[src/rtl/axi_pkg.sv]
// Shared AXI definitions: response encodings, burst-length width and the
// FSM state types used by the default slave.
package axi_pkg;

    localparam int AXI_LEN_W = 8;

    localparam logic [AXI_LEN_W-1:0] LEN_ZERO = '0;
    localparam logic [AXI_LEN_W-1:0] LEN_ONE  = AXI_LEN_W'(1);

    localparam logic [1:0] RESP_OKAY   = 2'b00;
    localparam logic [1:0] RESP_EXOKAY = 2'b01;
    localparam logic [1:0] RESP_SLVERR = 2'b10;
    localparam logic [1:0] RESP_DECERR = 2'b11;

    typedef enum logic [1:0] {
        W_IDLE = 2'd0,
        W_DATA = 2'd1,
        W_RESP = 2'd2
    } wr_state_t;

    typedef enum logic {
        R_IDLE = 1'b0,
        R_DATA = 1'b1
    } rd_state_t;

endpackage

[src/rtl/axi_default_slave_rd.sv]
// Read half of the default slave: accepts one AR burst at a time and
// returns arlen+1 DECERR beats carrying the fill pattern.
module axi_default_slave_rd
    import axi_pkg::*;
#(
    parameter int          IDW        = 4,
    parameter int          DW         = 32,
    parameter logic [31:0] RDATA_FILL = 32'h0
) (
    input  logic                 i_clk,
    input  logic                 i_resetn,
    input  logic [IDW-1:0]       arid,
    input  logic [AXI_LEN_W-1:0] arlen,
    input  logic                 arvalid,
    output logic                 arready,
    output logic [IDW-1:0]       rid,
    output logic [DW-1:0]        rdata,
    output logic [1:0]           rresp,
    output logic                 rlast,
    output logic                 rvalid,
    input  logic                 rready
);

    localparam logic [DW-1:0] FILL_DW = DW'(RDATA_FILL);

    rd_state_t            state;
    logic [AXI_LEN_W-1:0] cnt;

    // Read FSM: cnt holds beats remaining after the one on the bus, so rlast
    // is precomputed and registered alongside the beat it qualifies.
    always_ff @(posedge i_clk or negedge i_resetn) begin
        if (!i_resetn) begin
            state   <= R_IDLE;
            arready <= 1'b0;
            rvalid  <= 1'b0;
            rlast   <= 1'b0;
            rid     <= '0;
            rdata   <= '0;
            rresp   <= RESP_OKAY;
            cnt     <= '0;
        end else begin
            case (state)
                R_IDLE: begin
                    if (arvalid && arready) begin
                        rid     <= arid;
                        cnt     <= arlen;
                        arready <= 1'b0;
                        rvalid  <= 1'b1;
                        rlast   <= (arlen == LEN_ZERO);
                        rresp   <= RESP_DECERR;
                        rdata   <= FILL_DW;
                        state   <= R_DATA;
                    end else begin
                        arready <= 1'b1;
                    end
                end
                R_DATA: begin
                    if (rvalid && rready) begin
                        if (rlast) begin
                            rvalid  <= 1'b0;
                            rlast   <= 1'b0;
                            arready <= 1'b1;
                            state   <= R_IDLE;
                        end else begin
                            cnt   <= cnt - 1'b1;
                            rlast <= (cnt == LEN_ONE);
                        end
                    end
                end
                default: state <= R_IDLE;
            endcase
        end
    end

endmodule

[src/rtl/axi_default_slave.sv]
// AXI4 default slave: terminates every unmapped write and read burst with
// DECERR while honouring the full handshake. Write and read paths run
// independently, one outstanding burst per direction.
// Optional macro AXI_DEFAULT_SLAVE_WLEN_CHECK_EN: write bursts end on the
// awlen+1 count instead of WLAST, and WLAST disagreement sets a sticky
// o_proto_err.
module axi_default_slave
    import axi_pkg::*;
#(
    parameter int          IDW        = 4,
    parameter int          AW         = 32,
    parameter int          DW         = 32,
    parameter logic [31:0] RDATA_FILL = 32'h0
) (
    input  logic                 i_clk,
    input  logic                 i_resetn,
    input  logic [IDW-1:0]       s_awid,
    input  logic [AW-1:0]        s_awaddr,
    input  logic [AXI_LEN_W-1:0] s_awlen,
    input  logic                 s_awvalid,
    output logic                 s_awready,
    input  logic [DW-1:0]        s_wdata,
    input  logic [DW/8-1:0]      s_wstrb,
    input  logic                 s_wlast,
    input  logic                 s_wvalid,
    output logic                 s_wready,
    output logic [IDW-1:0]       s_bid,
    output logic [1:0]           s_bresp,
    output logic                 s_bvalid,
    input  logic                 s_bready,
    input  logic [IDW-1:0]       s_arid,
    input  logic [AW-1:0]        s_araddr,
    input  logic [AXI_LEN_W-1:0] s_arlen,
    input  logic                 s_arvalid,
    output logic                 s_arready,
    output logic [IDW-1:0]       s_rid,
    output logic [DW-1:0]        s_rdata,
    output logic [1:0]           s_rresp,
    output logic                 s_rlast,
    output logic                 s_rvalid,
    input  logic                 s_rready,
    output logic                 o_proto_err
);

    wr_state_t      wstate;
    logic [IDW-1:0] awid_q;
    logic           w_term;
    logic           unused_ok;

`ifdef AXI_DEFAULT_SLAVE_WLEN_CHECK_EN
    logic [AXI_LEN_W-1:0] awlen_q;
    logic [AXI_LEN_W-1:0] wcnt;
    logic                 proto_err;

    // The burst length is authoritative; WLAST is only cross-checked.
    assign w_term      = (wcnt == awlen_q);
    assign o_proto_err = proto_err;
    assign unused_ok   = ^{s_awaddr, s_araddr, s_wdata, s_wstrb};

    // Beat counter and sticky WLAST-vs-count mismatch flag.
    always_ff @(posedge i_clk or negedge i_resetn) begin
        if (!i_resetn) begin
            awlen_q   <= '0;
            wcnt      <= '0;
            proto_err <= 1'b0;
        end else begin
            if (wstate == W_IDLE && s_awvalid && s_awready) begin
                awlen_q <= s_awlen;
                wcnt    <= '0;
            end
            if (s_wvalid && s_wready) begin
                wcnt <= wcnt + 1'b1;
                if (s_wlast != w_term)
                    proto_err <= 1'b1;
            end
        end
    end
`else
    assign w_term      = s_wlast;
    assign o_proto_err = 1'b0;
    assign unused_ok   = ^{s_awaddr, s_araddr, s_wdata, s_wstrb, s_awlen};
`endif

    // Write FSM: accept AW, sink W beats until the terminating beat, then
    // hold a DECERR B response until it is taken.
    always_ff @(posedge i_clk or negedge i_resetn) begin
        if (!i_resetn) begin
            wstate    <= W_IDLE;
            awid_q    <= '0;
            s_awready <= 1'b0;
            s_wready  <= 1'b0;
            s_bvalid  <= 1'b0;
            s_bid     <= '0;
            s_bresp   <= RESP_OKAY;
        end else begin
            case (wstate)
                W_IDLE: begin
                    if (s_awvalid && s_awready) begin
                        awid_q    <= s_awid;
                        s_awready <= 1'b0;
                        s_wready  <= 1'b1;
                        wstate    <= W_DATA;
                    end else begin
                        s_awready <= 1'b1;
                    end
                end
                W_DATA: begin
                    if (s_wvalid && s_wready && w_term) begin
                        s_wready <= 1'b0;
                        s_bvalid <= 1'b1;
                        s_bid    <= awid_q;
                        s_bresp  <= RESP_DECERR;
                        wstate   <= W_RESP;
                    end
                end
                W_RESP: begin
                    if (s_bvalid && s_bready) begin
                        s_bvalid  <= 1'b0;
                        s_awready <= 1'b1;
                        wstate    <= W_IDLE;
                    end
                end
                default: wstate <= W_IDLE;
            endcase
        end
    end

    axi_default_slave_rd #(
        .IDW        (IDW),
        .DW         (DW),
        .RDATA_FILL (RDATA_FILL)
    ) u_rd (
        .i_clk    (i_clk),
        .i_resetn (i_resetn),
        .arid     (s_arid),
        .arlen    (s_arlen),
        .arvalid  (s_arvalid),
        .arready  (s_arready),
        .rid      (s_rid),
        .rdata    (s_rdata),
        .rresp    (s_rresp),
        .rlast    (s_rlast),
        .rvalid   (s_rvalid),
        .rready   (s_rready)
    );

endmodule
[config.mk]
export PLATFORM = sky130hd
export DESIGN_NAME = axi_default_slave
export DESIGN_NICKNAME = d
export VERILOG_FILES = /design/src/rtl/axi_pkg.sv /design/src/rtl/axi_default_slave_rd.sv /design/src/rtl/axi_default_slave.sv
export SDC_FILE = /design/constraint.sdc
export NUM_CORES = 1
export LEC_CHECK = 0
export ABC_AREA = 1
export CORE_ASPECT_RATIO = 0.7
export CORE_MARGIN = 2
export CORE_UTILIZATION = 31
export DETAILED_ROUTE_END_ITERATION = 16
export DONT_BUFFER_PORTS = 1
export HOLD_SLACK_MARGIN = 0.05
export SLEW_MARGIN = 10
export SYNTH_ARGS = -nofsm -noshare
export SYNTH_HDL_FRONTEND = slang
export SYNTH_SLANG_ARGS = --single-unit
[constraint.sdc]
create_clock -name i_clk -period 1.55 [get_ports i_clk]
set_input_delay 0.31 -clock i_clk [delete_from_list [all_inputs] [get_ports i_clk]]
set_output_delay 0.31 -clock i_clk [all_outputs]
set_load 0.05 [all_outputs]
# Word level (Yosys, flattened, before mapping)
# Cells that the tools add are included.
# op_classes
mux,33
eq_ne,10
n_reduce_logical,22
add_sub_neg,1
bitwise,1
# op_table
op,count
2-to-1 mux 8 bit,3
2-to-1 mux 1 bit,18
case mux 8 bit (2 select lines),1
AND reduction 3 bit,5
case mux 1 bit (2 select lines),7
AND reduction 2 bit,6
"inequality test 2 bit, second input constant",5
"equality test 8 x 1 -> 1 bit, second input constant",1
logical NOT 8 bit,1
"subtractor 8 x 1 -> 8 bit, second input constant",1
logical AND 1 bit,6
2-to-1 mux 2 bit,3
case mux 2 bit (3 select lines),1
nonzero test 2 bit,3
"inequality test 2 x 1 -> 1 bit, second input constant",2
"equality test 2 x 1 -> 1 bit, second input constant",1
"equality test 2 bit, second input constant",1
logical NOT 2 bit,1
inverter 1 bit,1
# word_totals
register_bits,31
wordCells,81
input_bits,132
output_inout_bits,51

# Longest topological paths before layout
# logic_depth
depth_word,4
mapped_depth,8
ltp_nobuf,8

# Modules after synthesis
# A second synthesis with hierarchy kept.
# unflattened
cells_unflattened,237
area_unflattened_um2,1838.0
# by_module_without_submodules
mod,seq_area_each_um2,cells_per_inst,area_per_inst_um2,instances
axi_default_slave_rd,425.4,163,1181.1,1
axi_default_slave,350.3,74,656.9,1

# Worst setup path after synthesis
# Ideal clock, no wire load.
# synth_path
kind,reg-to-reg
startpoint,register s_wready
endpoint,register s_wready
stages_incl_launch_ff,6
n_path_buf,0
slack_ps,128
period_less_slack_ps,1422
arrival_ps,1300
setup_ps,122
required_time_ps,1428
path_cell_list,dfrtp_1 nand3_1 nor3_4 inv_1 nand2_1 nand2_1
# synth_between
elab_chain_cells,4
# synth_rtl
item,line_no,text
"start, declared",axi_default_slave.sv:26,"output logic s_wready,"
"start signal, assigned",axi_default_slave.sv:91,s_wready <= 1'b0;
"start signal, assigned",axi_default_slave.sv:101,s_wready <= 1'b1;
"start signal, assigned",axi_default_slave.sv:109,s_wready <= 1'b0;
logical AND 1 bit (2 in a row),axi_default_slave.sv:108,if (s_wvalid && s_wready && w_term) begin
inequality test 2 bit (no line),n/a,
AND reduction 3 bit (no line),n/a,
# Every way passes these cells.
# A chain may end at the register's enable or synchronous reset.

# Worst setup path after layout
# layout_path
startpoint,register u_rd.cnt[2]
endpoint,register u_rd.cnt[5]
# layout_between
elab_chain_cells,4
# layout_rtl
item,line_no,text
"start, declared",axi_default_slave_rd.sv:27,logic [AXI_LEN_W-1:0] cnt;
"start signal, assigned",axi_default_slave_rd.sv:46,cnt <= arlen;
"start signal, assigned",axi_default_slave_rd.sv:65,cnt <= cnt - 1'b1;
subtractor 8 x 1 -> 8 bit,axi_default_slave_rd.sv:65,
2-to-1 mux 8 bit,axi_default_slave_rd.sv:59,if (rlast) begin
2-to-1 mux 8 bit,axi_default_slave_rd.sv:58,if (rvalid && rready) begin
case mux 8 bit (2 select lines),axi_default_slave_rd.sv:42,case (state)
# Every way passes these cells. The select of a mux whose other input is x is not followed.

==> impl_metrics.prom <==
# TYPE chip_impl_metric gauge
chip_impl_metric{name="die_height",unit="microns"} 67.14
chip_impl_metric{name="via_count",unit=""} 1269
chip_impl_metric{name="power_switching_share",unit="%"} 52.35
chip_impl_metric{name="pwr-share-seq",unit="%"} 39.9
chip_impl_metric{name="wl_per_cell",unit="microns"} 11.16
chip_impl_metric{name="period_needed",unit="ns"} 1.279
chip_impl_metric{name="cts.sink_count",unit=""} 31
chip_impl_metric{name="floorplan.die_area",unit="sq mm"} 0.006325
chip_impl_metric{name="whs_path_depth",unit=""} 2
chip_impl_metric{name="skew",unit="ns"} 0.008734
chip_impl_metric{name="number_of_antenna_violations_at_the_first_check_in_global_routing",unit=""} 0
chip_impl_metric{name="comb_power_share",unit="%"} 46.4
chip_impl_metric{name="synth_simple_gate_area_share",unit="%"} 27.21
chip_impl_metric{name="htree_levels",unit=""} 2
chip_impl_info{name="cts-root-buf",value="sky130_fd_sc_hd__clkbuf_8"} 1
chip_impl_metric{name="drt-met1-wl",unit="microns"} 1735
chip_impl_metric{name="fmax",unit="MHz"} 782.0
chip_impl_metric{name="max-cap-violations",unit=""} 0
chip_impl_metric{name="final.period_utilization",unit="%"} 82.50
chip_impl_metric{name="synth_area",unit="sq mm"} 0.001765
chip_impl_metric{name="antenna_cells",unit=""} 0
chip_impl_metric{name="cellPowerDensity",unit="mW/mm^2"} 2341
chip_impl_metric{name="met2_wirelength",unit="microns"} 1388
chip_impl_metric{name="ff_latch_area",unit="sq um"} 775.7
chip_impl_metric{name="ir_drop",unit="V"} 0.001075
chip_impl_metric{name="met3RoutedLength",unit="microns"} 272
chip_impl_metric{name="yosys.area_share.xor_xnor",unit="%"} 0
chip_impl_info{name="timing_startpoint_of_the_critical_path",value="u_rd.cnt[2]$_DFFE_PN0P_"} 1
chip_impl_info{name="holdCritPathClass",value="primary input to register"} 1
chip_impl_metric{name="cts_post_setup_buffers_inserted",unit=""} 0
chip_impl_metric{name="top_ports",unit=""} 183
chip_impl_info{name="crit_path_start_kind",value="register"} 1
chip_impl_info{name="largest_family_of_logic_cells_by_synthesized_area",value="simple AND/OR/NAND/NOR gates"} 1
chip_impl_metric{name="detailedRoute.firstIterationViolations",unit=""} 87
chip_impl_metric{name="yosys-mux-area-fraction",unit="%"} 2.551
chip_impl_metric{name="total_leakage_power",unit="uW"} 0.001007
chip_impl_metric{name="cts.repair.resized",unit=""} 0
chip_impl_metric{name="wirelength",unit="microns"} 3438
chip_impl_metric{name="globalplace.congestion",unit=""} 0.8335
chip_impl_metric{name="hpwlAfterDp",unit="microns"} 2629
chip_impl_info{name="hold_path.startpoint",value="s_arid[3]"} 1
chip_impl_metric{name="synthDistinctLibCells",unit=""} 27
chip_impl_metric{name="cp_data_required_time",unit="ns"} 1.71
chip_impl_metric{name="io_buffers",unit=""} 0
chip_impl_info{name="r2r_end",value="u_rd.cnt[5]$_DFFE_PN0P_"} 1
chip_impl_info{name="critPathKind",value="register to register"} 1
chip_impl_metric{name="clk-insertion-delay-late",unit="ns"} 0.28
chip_impl_metric{name="ant_nets",unit=""} 0
chip_impl_metric{name="netSwitchingPower",unit="uW"} 2328
chip_impl_metric{name="synth-warning-count",unit=""} 0
chip_impl_metric{name="post_route_cells_drive_above_1_share",unit="%"} 12.29
chip_impl_metric{name="synth_fa_ha_area_share",unit="%"} 1.417
chip_impl_metric{name="yosysSeqAreaShare",unit="%"} 43.94
chip_impl_info{name="outcome",value="completed"} 1
chip_impl_info{name="synthTopCellsByArea",value="sky130_fd_sc_hd__dfrtp_1, sky130_fd_sc_hd__buf_4, sky130_fd_sc_hd__nand2_1"} 1
chip_impl_metric{name="viasPerCell",unit=""} 4.120
chip_impl_metric{name="power.share.clock",unit="%"} 13.7
chip_impl_metric{name="drc_errors",unit=""} 0
chip_impl_metric{name="clkTransAtPathRegs",unit="ns"} 0.07
chip_impl_metric{name="grt_overflow_total",unit=""} 0
chip_impl_info{name="rsz0062_at_grt",value="false"} 1
chip_impl_metric{name="max-clock-path-buffers",unit=""} 2
chip_impl_metric{name="cp.arrival",unit="ns"} 1.44
chip_impl_metric{name="effective_utilization_at_floorplan",unit="%"} 32.89
chip_impl_metric{name="final_nets",unit=""} 369
chip_impl_metric{name="finalSetupTns",unit="ns"} 0
chip_impl_info{name="worst_r2r_startpoint",value="u_rd.cnt[2]$_DFFE_PN0P_"} 1
chip_impl_metric{name="average_instance_area_after_synthesis",unit="sq um"} 7.988
chip_impl_metric{name="dieWidth",unit="microns"} 94.20
chip_impl_metric{name="synth_compound_gate_area_share",unit="%"} 5.315
chip_impl_info{name="highest_layer",value="met4"} 1
chip_impl_info{name="critPathCaptureType",value="register"} 1
chip_impl_info{name="cts_tree",value="done"} 1
chip_impl_info{name="area_leader_netlist",value="sky130_fd_sc_hd__dfrtp_1"} 1
chip_impl_metric{name="setup_viol",unit=""} 0
chip_impl_metric{name="final-max-slew-violation-count",unit=""} 0
chip_impl_metric{name="floorplan.rows",unit=""} 22
chip_impl_metric{name="timing.reg2reg.worst_path_depth",unit=""} 8
chip_impl_metric{name="hold_buffers",unit=""} 2
chip_impl_metric{name="share_of_yosys_cell_area_claimed_by_the_top_area_cell_type",unit="%"} 43.94
chip_impl_info{name="min_to",value="u_rd.rid[3]$_DFFE_PN0P_"} 1
chip_impl_metric{name="final-hold-violation-count",unit=""} 0
chip_impl_metric{name="synth.ff_latch_count",unit=""} 31
chip_impl_metric{name="cts_buffers",unit=""} 5
chip_impl_metric{name="whs",unit="ns"} 0.1368
chip_impl_metric{name="grt_first_pass_wirelength",unit="microns"} 5644
chip_impl_metric{name="rrSetupSlack",unit="ns"} 0.27
chip_impl_metric{name="fill_cell_instance_count_of_the_final_layout",unit=""} 595
chip_impl_metric{name="maximum_number_of_pins_on_one_net_before_global_route_repair",unit=""} 32
chip_impl_metric{name="via_count_of_the_first_global_routing_pass",unit=""} 1211
chip_impl_metric{name="p_total",unit="uW"} 4446
chip_impl_metric{name="multi_input_area",unit="sq um"} 768.2
chip_impl_metric{name="crit_fanout",unit=""} 4
chip_impl_metric{name="detailedRoute.firstPassIterationCount",unit=""} 4
chip_impl_metric{name="syn_inst",unit=""} 221
chip_impl_metric{name="synthToLayoutAreaGrowth",unit="%"} 7.583
chip_impl_metric{name="placeableCoreArea",unit="sq mm"} 0.005368
chip_impl_metric{name="cell_internal_pwr",unit="uW"} 2119
chip_impl_metric{name="groute.usage.overall",unit="%"} 11.85
## logic make-up after synthesis
group | count (synthesis)
AND/OR/NAND/NOR | 110
buffers and inverters | 55
flip-flops | 31
AO/OA/AOI/OAI | 18
multiplexers | 4
adder cells (fa/ha/maj) | 2
other | 1
## Yosys cell counts
library cell / n
sky130_fd_sc_hd__nor2_2: 1
sky130_fd_sc_hd__or2_2: 1
sky130_fd_sc_hd__mux2_2: 4
sky130_fd_sc_hd__conb_1: 1
sky130_fd_sc_hd__a21oi_1: 1
sky130_fd_sc_hd__o21bai_1: 1
sky130_fd_sc_hd__nand2_4: 1
sky130_fd_sc_hd__nor2_1: 21
sky130_fd_sc_hd__ha_1: 2
sky130_fd_sc_hd__o22ai_1: 1
sky130_fd_sc_hd__nand3_1: 8
sky130_fd_sc_hd__nor3_4: 1
sky130_fd_sc_hd__inv_4: 1
sky130_fd_sc_hd__nand4_1: 2
sky130_fd_sc_hd__nand3_4: 1
sky130_fd_sc_hd__buf_2: 1
sky130_fd_sc_hd__nand2_2: 1
sky130_fd_sc_hd__nand3_2: 1
sky130_fd_sc_hd__o21ai_1: 6
sky130_fd_sc_hd__nor3_1: 2
sky130_fd_sc_hd__or2_1: 1
sky130_fd_sc_hd__inv_2: 1
sky130_fd_sc_hd__o21ai_0: 9
sky130_fd_sc_hd__dfrtp_1: 31
sky130_fd_sc_hd__buf_4: 35
sky130_fd_sc_hd__inv_1: 17
sky130_fd_sc_hd__nand2_1: 69
## worst max-delay path: stages, from the launching register on
cell and delay, ns:
sky130_fd_sc_hd__dfrtp_1 0.41, sky130_fd_sc_hd__inv_1 0.14, sky130_fd_sc_hd__nand2_1 0.06, sky130_fd_sc_hd__nor2_1 0.25, sky130_fd_sc_hd__nand2_1 0.08, sky130_fd_sc_hd__nand2_1 0.06, sky130_fd_sc_hd__nand3_1 0.06, sky130_fd_sc_hd__nand2_1 0.06
sky130_fd_sc_hd__nand2_1 0.05
## layout make-up
type,count,area share (%)
Clock buffer,7,4.018
Clock inverter,1,0.2635
Inverter,19,3.887
Multi-Input combinational cell,167,40.45
Sequential cell,31,40.84
Tap cell,72,4.743
Timing Repair Buffer,11,5.797
## registers in the layout (all words and copies together), names as in the netlist, 2 cells and up
signal and flops:
u_rd.rid 4, u_rd.cnt 8, wstate 2, awid_q 4, s_bid 4
## power by group through the flow
stage / sequential [uW] / clock, uW / combinational (uW)
after floorplan: 2030 / 0 / 1410
after global placement: 1770 / 0 / 2010
after detailed placement: 1780 / 0 / 2050
after CTS: 1770 / 630 / 2080
after global routing: 1820 / 666 / 2340
final: 1770 / 609 / 2070
## layout by cell type, fill, tap and decap left out, types with 2 or more instances in the layout
cell / count
sky130_fd_sc_hd__o21ai_1: 6
sky130_fd_sc_hd__nand2_1: 69
sky130_fd_sc_hd__clkbuf_1: 2
sky130_fd_sc_hd__dfrtp_1: 31
sky130_fd_sc_hd__nand3_1: 8
sky130_fd_sc_hd__inv_1: 17
sky130_fd_sc_hd__nor2_1: 21
sky130_fd_sc_hd__nand4_1: 2
sky130_fd_sc_hd__ha_1: 2
sky130_fd_sc_hd__mux2_2: 4
sky130_fd_sc_hd__clkbuf_8: 5
sky130_fd_sc_hd__buf_4: 8
sky130_fd_sc_hd__conb_1: 33
sky130_fd_sc_hd__o21ai_0: 9
sky130_fd_sc_hd__nor3_1: 2
sky130_fd_sc_hd__buf_12: 2
## layer usage
metal	global-route usage (%)	vias up
li1	-	647
met1	16.66	575
met2	15.89	42
met3	5.246	5
met4	4.529	0
met5	0	-
## worst max path at each step
| stage | cells past startpoint | slack, ns | to |
|---|---|---|---|
| 2_1_floorplan | 5 | 0.13 | s_wready$_DFFE_PN0P_ |
| 5_1_grt | 7 | 0.14 | u_rd.cnt[6]$_DFFE_PN0P_ |
| 3_3_place_gp | 7 | 0.29 | u_rd.cnt[6]$_DFFE_PN0P_ |
| 3_5_place_dp | 7 | 0.27 | u_rd.cnt[6]$_DFFE_PN0P_ |
| 4_1_cts | 7 | 0.27 | u_rd.cnt[6]$_DFFE_PN0P_ |
| 6_report | 8 | 0.27 | u_rd.cnt[5]$_DFFE_PN0P_ |
## metrics by stage
step / util (%) / std cells / worst slack [ns] / instance area [sq um]
final: 35.38 / 308 / 0.2713 / 1899
after global routing: 35.38 / 308 / 0.1361 / 1899
after CTS: 35.38 / 308 / 0.2698 / 1899
after detailed placement: 33.31 / 298 / 0.2715 / 1788
after global placement: 33.31 / 298 / 0.2923 / 1788
after floorplan: - / 253 / 0.1278 / 1886
(Power assumes the default switching activity.)
